File: config.mk
export PLATFORM = sky130hd
export DESIGN_NAME = vending_machine
export DESIGN_NICKNAME = d
export VERILOG_FILES = /design/src/rtl/vending_machine.sv
export SDC_FILE = /design/constraint.sdc
export NUM_CORES = 1
export LEC_CHECK = 0
export CORE_MARGIN = 2
export CORE_UTILIZATION = 25
export CTS_BUF_LIST = sky130_fd_sc_hd__clkbuf_2 sky130_fd_sc_hd__clkbuf_4 sky130_fd_sc_hd__clkbuf_8
export CTS_CLUSTER_SIZE = 10
export DETAILED_ROUTE_END_ITERATION = 8
export GPL_ROUTABILITY_DRIVEN = 0
export PLACE_DENSITY_LB_ADDON = 0.2
export SYNTH_ARGS = -nofsm -noshare
export SYNTH_HDL_FRONTEND = slang
export SYNTH_SLANG_ARGS = --single-unit
export TNS_END_PERCENT = 50
File: constraint.sdc
create_clock -name clk -period 5.3 [get_ports clk]
set_input_delay 1.59 -clock clk [delete_from_list [all_inputs] [get_ports clk]]
set_output_delay 1.59 -clock clk [all_outputs]
set_load 0.01 [all_outputs]
File: src/rtl/vending_machine.sv
// Coin-operated vending controller for six items: latches a selection, accumulates
// coin credit, then dispenses with change or refunds the full credit on cancel.
module vending_machine (
   input  logic       clk,
   input  logic       rst,
   input  logic [2:0] coin,
   input  logic [2:0] item,
   input  logic       cancel,
   output logic [2:0] dispense,
   output logic [4:0] change,
   output logic [1:0] state,
   output logic [4:0] total
);

   typedef enum logic [1:0] {
      IDLE     = 2'b00,
      COLLECT  = 2'b01,
      DISPENSE = 2'b10,
      RETURN   = 2'b11
   } state_t;

   state_t     state_r;
   logic [4:0] total_r;
   logic [2:0] dispense_r;
   logic [4:0] change_r;
   logic [2:0] item_r;

   logic [2:0] sel_s;
   logic [4:0] price_s;
   logic [4:0] coin_val_s;
   logic [4:0] sum_s;

   function automatic logic [4:0] coin_value(input logic [2:0] c);
      case (c)
         3'b001:  coin_value = 5'd1;
         3'b010:  coin_value = 5'd2;
         3'b011:  coin_value = 5'd5;
         3'b100:  coin_value = 5'd10;
         default: coin_value = 5'd0;
      endcase
   endfunction

   function automatic logic [4:0] item_price(input logic [2:0] i);
      case (i)
         3'b001:  item_price = 5'd3;
         3'b010:  item_price = 5'd5;
         3'b011:  item_price = 5'd8;
         3'b100:  item_price = 5'd10;
         3'b101:  item_price = 5'd18;
         3'b110:  item_price = 5'd20;
         default: item_price = 5'd0;
      endcase
   endfunction

   function automatic logic item_valid(input logic [2:0] i);
      item_valid = (i != 3'b000) && (i != 3'b111);
   endfunction

   // Effective selection (still changeable until the first coin) and the credit after this cycle's coin.
   always_comb begin
      sel_s      = item_r;
      if (total_r == 5'd0) begin
         sel_s = item;
      end else begin
         sel_s = item_r;
      end
      price_s    = item_price(sel_s);
      coin_val_s = coin_value(coin);
      sum_s      = total_r + coin_val_s;
   end

   // Transaction FSM with registered outputs.
   always_ff @(posedge clk) begin
      if (rst) begin
         state_r    <= IDLE;
         total_r    <= 5'd0;
         dispense_r <= 3'b000;
         change_r   <= 5'd0;
         item_r     <= 3'b000;
      end else begin
         case (state_r)
            IDLE: begin
               total_r    <= 5'd0;
               dispense_r <= 3'b000;
               change_r   <= 5'd0;
               if (item_valid(item)) begin
                  item_r  <= item;
                  state_r <= COLLECT;
               end else begin
                  state_r <= IDLE;
               end
            end
            COLLECT: begin
               if ((total_r == 5'd0) && !item_valid(item)) begin
                  state_r    <= IDLE;
                  item_r     <= 3'b000;
                  total_r    <= 5'd0;
                  dispense_r <= 3'b000;
                  change_r   <= 5'd0;
               end else begin
                  item_r <= sel_s;
                  // Cancel wins over a coin in the same cycle; that coin is dropped.
                  if (cancel) begin
                     state_r    <= RETURN;
                     change_r   <= total_r;
                     dispense_r <= 3'b000;
                  end else if (coin_val_s != 5'd0) begin
                     total_r <= sum_s;
                     if (sum_s >= price_s) begin
                        state_r    <= DISPENSE;
                        dispense_r <= sel_s;
                        change_r   <= sum_s - price_s;
                     end else begin
                        state_r <= COLLECT;
                     end
                  end else begin
                     state_r <= COLLECT;
                  end
               end
            end
            DISPENSE, RETURN: begin
               state_r    <= IDLE;
               total_r    <= 5'd0;
               dispense_r <= 3'b000;
               change_r   <= 5'd0;
            end
            default: begin
               state_r    <= IDLE;
               total_r    <= 5'd0;
               dispense_r <= 3'b000;
               change_r   <= 5'd0;
               item_r     <= 3'b000;
            end
         endcase
      end
   end

   assign state    = state_r;
   assign total    = total_r;
   assign dispense = dispense_r;
   assign change   = change_r;

endmodule

==> results.md <==
* Outcome: complete, no violations
* DRT iter0 DRCs at 72
* Endpoints failing setup at 0
* Post-Route Utilization at 33.2%
* Tmin final at 4.65 ns
* P&R area growth vs syn at 27.2%
* Syn_nets at 168
* WHS Endpoint: change[1]$_SDFFE_PP0P_
* Critical path class: in -> reg
* Setup TNS at 0 ns
* CTS Sinks at 18
* Register bit count reported by yosys at 18
* Cts hold-fix bufs at 0
* Crit path DAT at 4.77 ns
* Syn avg cell area at 8.38 um^2
* I/O Pins at 24
* Overflow after GRT at 0
* Leakage power at 0.635 nW
* Die H at 74.4 um
* Deepest clock path buffer count at 2
* Final Hold Viols at 0
* CTS H-tree lvls at 1
* Commonest register cell after synthesis: dfxtp_1
* Pin count of the biggest net entering global routing at 15
* Via count at 1114
* Netlist Area Pre-Place at 0.00124 mm^2
* Remaining DRCs at 0
* Wire length per cell at 12.8 um
* CP startpoint kind: primary input
* Post-CTS setup buffers at 0
* Crit path max fanout at 12
* Core Box Area at 0.00475 mm^2
* Global-route wire length before repair at 5020 um
* # port buffers at 23
* Clock transition at the registers of the reported paths at 0.07 ns
* Antenna Violating Nets Remaining at 0
* Sequential share of the synthesized area at 29.1%
* Hold Startpoint: change[1]$_SDFFE_PP0P_
* Skew final at 0.00486 ns
* Leading post-synthesis cells by cell area: dfxtp_1 (29%), ha_1 (9.1%), nor2_1 (5.4%)
* Worst reg2reg path endpoint: change[4]$_SDFFE_PP0P_
* Chip Width at 74.4 um
* Final Routed Wirelength at 3030 um
* Unrepaired setup endpoints after global routing: false
* Rows at 25
* HP Class: reg -> reg
* Clk_lat worst skew at 0.26 ns
* TritonCTS clock tree: yes
* Worst-margin pin slew at 0.610 ns
* PD cells at 226 mW/mm^2
* Num CTS Buffers at 3
* Final slew viol count at 0
* Global Route Usage Sum at 12.0%
* Hold Crit Depth at 2
* Post-CTS Resized at 0
* Ant diodes at 0
* Max Fclk at 215 MHz
* Synth async-reset ratio at 0%
* Max-capacitance violation count at 0
* Worst Reg-to-Reg Cells at 10
* Synth cell types at 37
* Drt pass-1 iters at 4
* Ys Warns at 0
* Initial antenna violation count at 0
* Layout fillers at 517
* Number of synthesized flops with an enable pin at 0
* Layout cells sized above 1 at 4.71%
* R2R Path Start: total[2]$_SDFFE_PP0P_
* Yosys top cell area share at 29.1%
* Starting Density at 26.1%
* Final period util at 87.7%
* Vias in the first global route at 1052
* Setup slack, reg-to-reg at 1.92 ns
* Die area at 0.00554 mm^2
* Slew margin rel. at 59.4%
* Worst path required time at 5.42 ns
* Synth Instances at 148
* Area leader, netlist: dfxtp_1
* Vias per inst at 4.70
* Final Net Count at 192
* Crit end category: flop
* CTS root buf: clkbuf_8
* DP Wirelength at 2380 um
* Worst ir drop on vdd at 72.3 uV
[final cells by class]
class                   instances  area [um^2]  area share, %
well taps                      67         83.8           5.31
inverters                       6         22.5           1.43
flip-flops and latches         18          360           22.8
clock buffers                   3         41.3           2.62
repair buffers                 23          230           14.6
multi-input cells             120          840           53.2
[state kept, by name, summed over array words and instances, names as in the netlist]
signal / cells
total: 5
state: 2
change: 5
item_r: 3
dispense: 3
[cells in the mapped netlist (4+ instances only)]
cell and count:
dfxtp_1 18, nor2_1 18, nand2_1 13, a21oi_1 12
ha_1 9, inv_1 6, nor3_1 5, xnor2_1 5
a211oi_1 4, nand3_1 4, or3_1 4
[where the power goes]
| part | total (W) | switching, W | internal [W] |
|---|---|---|---|
| registers | 0.000146 | 0.00000448 | 0.000141 |
| logic | 0.000111 | 0.0000613 | 0.0000499 |
| clock network | 0.000100 | 0.0000494 | 0.0000507 |
[how the worst max path moves through the flow]
stage | startpoint | end | slack, ns
after global routing | coin[0] | change[4]$_SDFFE_PP0P_ | 0.42
after global placement | coin[0] | change[4]$_SDFFE_PP0P_ | 0.46
final | coin[0] | change[4]$_SDFFE_PP0P_ | 0.65
after CTS | coin[0] | change[4]$_SDFFE_PP0P_ | 0.64
after detailed placement | coin[0] | change[4]$_SDFFE_PP0P_ | 0.37
after floorplan | coin[0] | change[4]$_SDFFE_PP0P_ | 1.13
[routing by layer]
metal	track usage, %	wire, um	vias up
met2	18.4	1360	19
li1	-	-	581
met4	7.34	87	0
met3	1.63	68	6
met5	0	0	-
met1	16.0	1510	508
[kinds of logic (layout without fill, tap and decap cells)]
| kind of cell | after synthesis | after routing | share of synthesized area, % |
|---|---|---|---|
| and+or+nand+nor | 57 | 57 | 23.4 |
| AOI/OAI and AO/OA | 39 | 39 | 21.1 |
| DFF | 18 | 18 | 29.1 |
| adders and majority gates | 11 | 11 | 12.3 |
| buffers and inverters | 10 | 32 | 3.23 |
| xor gates and xnor gates | 8 | 8 | 5.65 |
| muxes | 5 | 5 | 5.25 |
[through the flow]
step           hold slack [ns]  setup slack [ns]  total power [W]  cell area [um^2]  instances
2_1_floorplan            0.468              1.13         0.000229              1240        148
3_3_place_gp             0.475             0.458         0.000258              1540        234
3_5_place_dp             0.476             0.370         0.000260              1540        234
4_1_cts                  0.486             0.643         0.000360              1580        237
5_1_grt                  0.505             0.415         0.000379              1580        237
6_report                 0.482             0.651         0.000357              1580        237
[worst max-delay path, stage by stage]
cell and delay (ns):
clkdlybuf4s50_1 0.47, nor2b_1 0.18, ha_1 0.21, fa_1 0.40
a21o_1 0.17, a21oi_1 0.21, xnor2_1 0.11, ha_1 0.35
a211oi_1 0.38, a211o_1 0.40, mux2i_1 0.23, a211oi_1 0.08
[layout by cell type (no fill, tap or decap), drive strengths merged, types with 2 or more instances in the layout]
cell type / synthesis / layout
a211oi: 4 / 4
a21o: 3 / 3
a21oi: 12 / 12
a221oi: 3 / 3
a31oi: 2 / 2
a32oi: 3 / 3
clkbuf: 2 / 3
clkdlybuf4s50: 0 / 23
dfxtp: 18 / 18
fa: 2 / 2
ha: 9 / 9
inv: 6 / 6
mux2: 3 / 3
mux2i: 2 / 2
nand2: 13 / 13
nand2b: 3 / 3
nand3: 4 / 4
nor2: 19 / 19
nor2b: 2 / 2
nor3: 5 / 5
nor3b: 3 / 3
o21a: 3 / 3
o21ai: 3 / 3
or3: 4 / 4
xnor2: 5 / 5
xor2: 3 / 3
No activity file was read; power rests on OpenSTA's default activity.
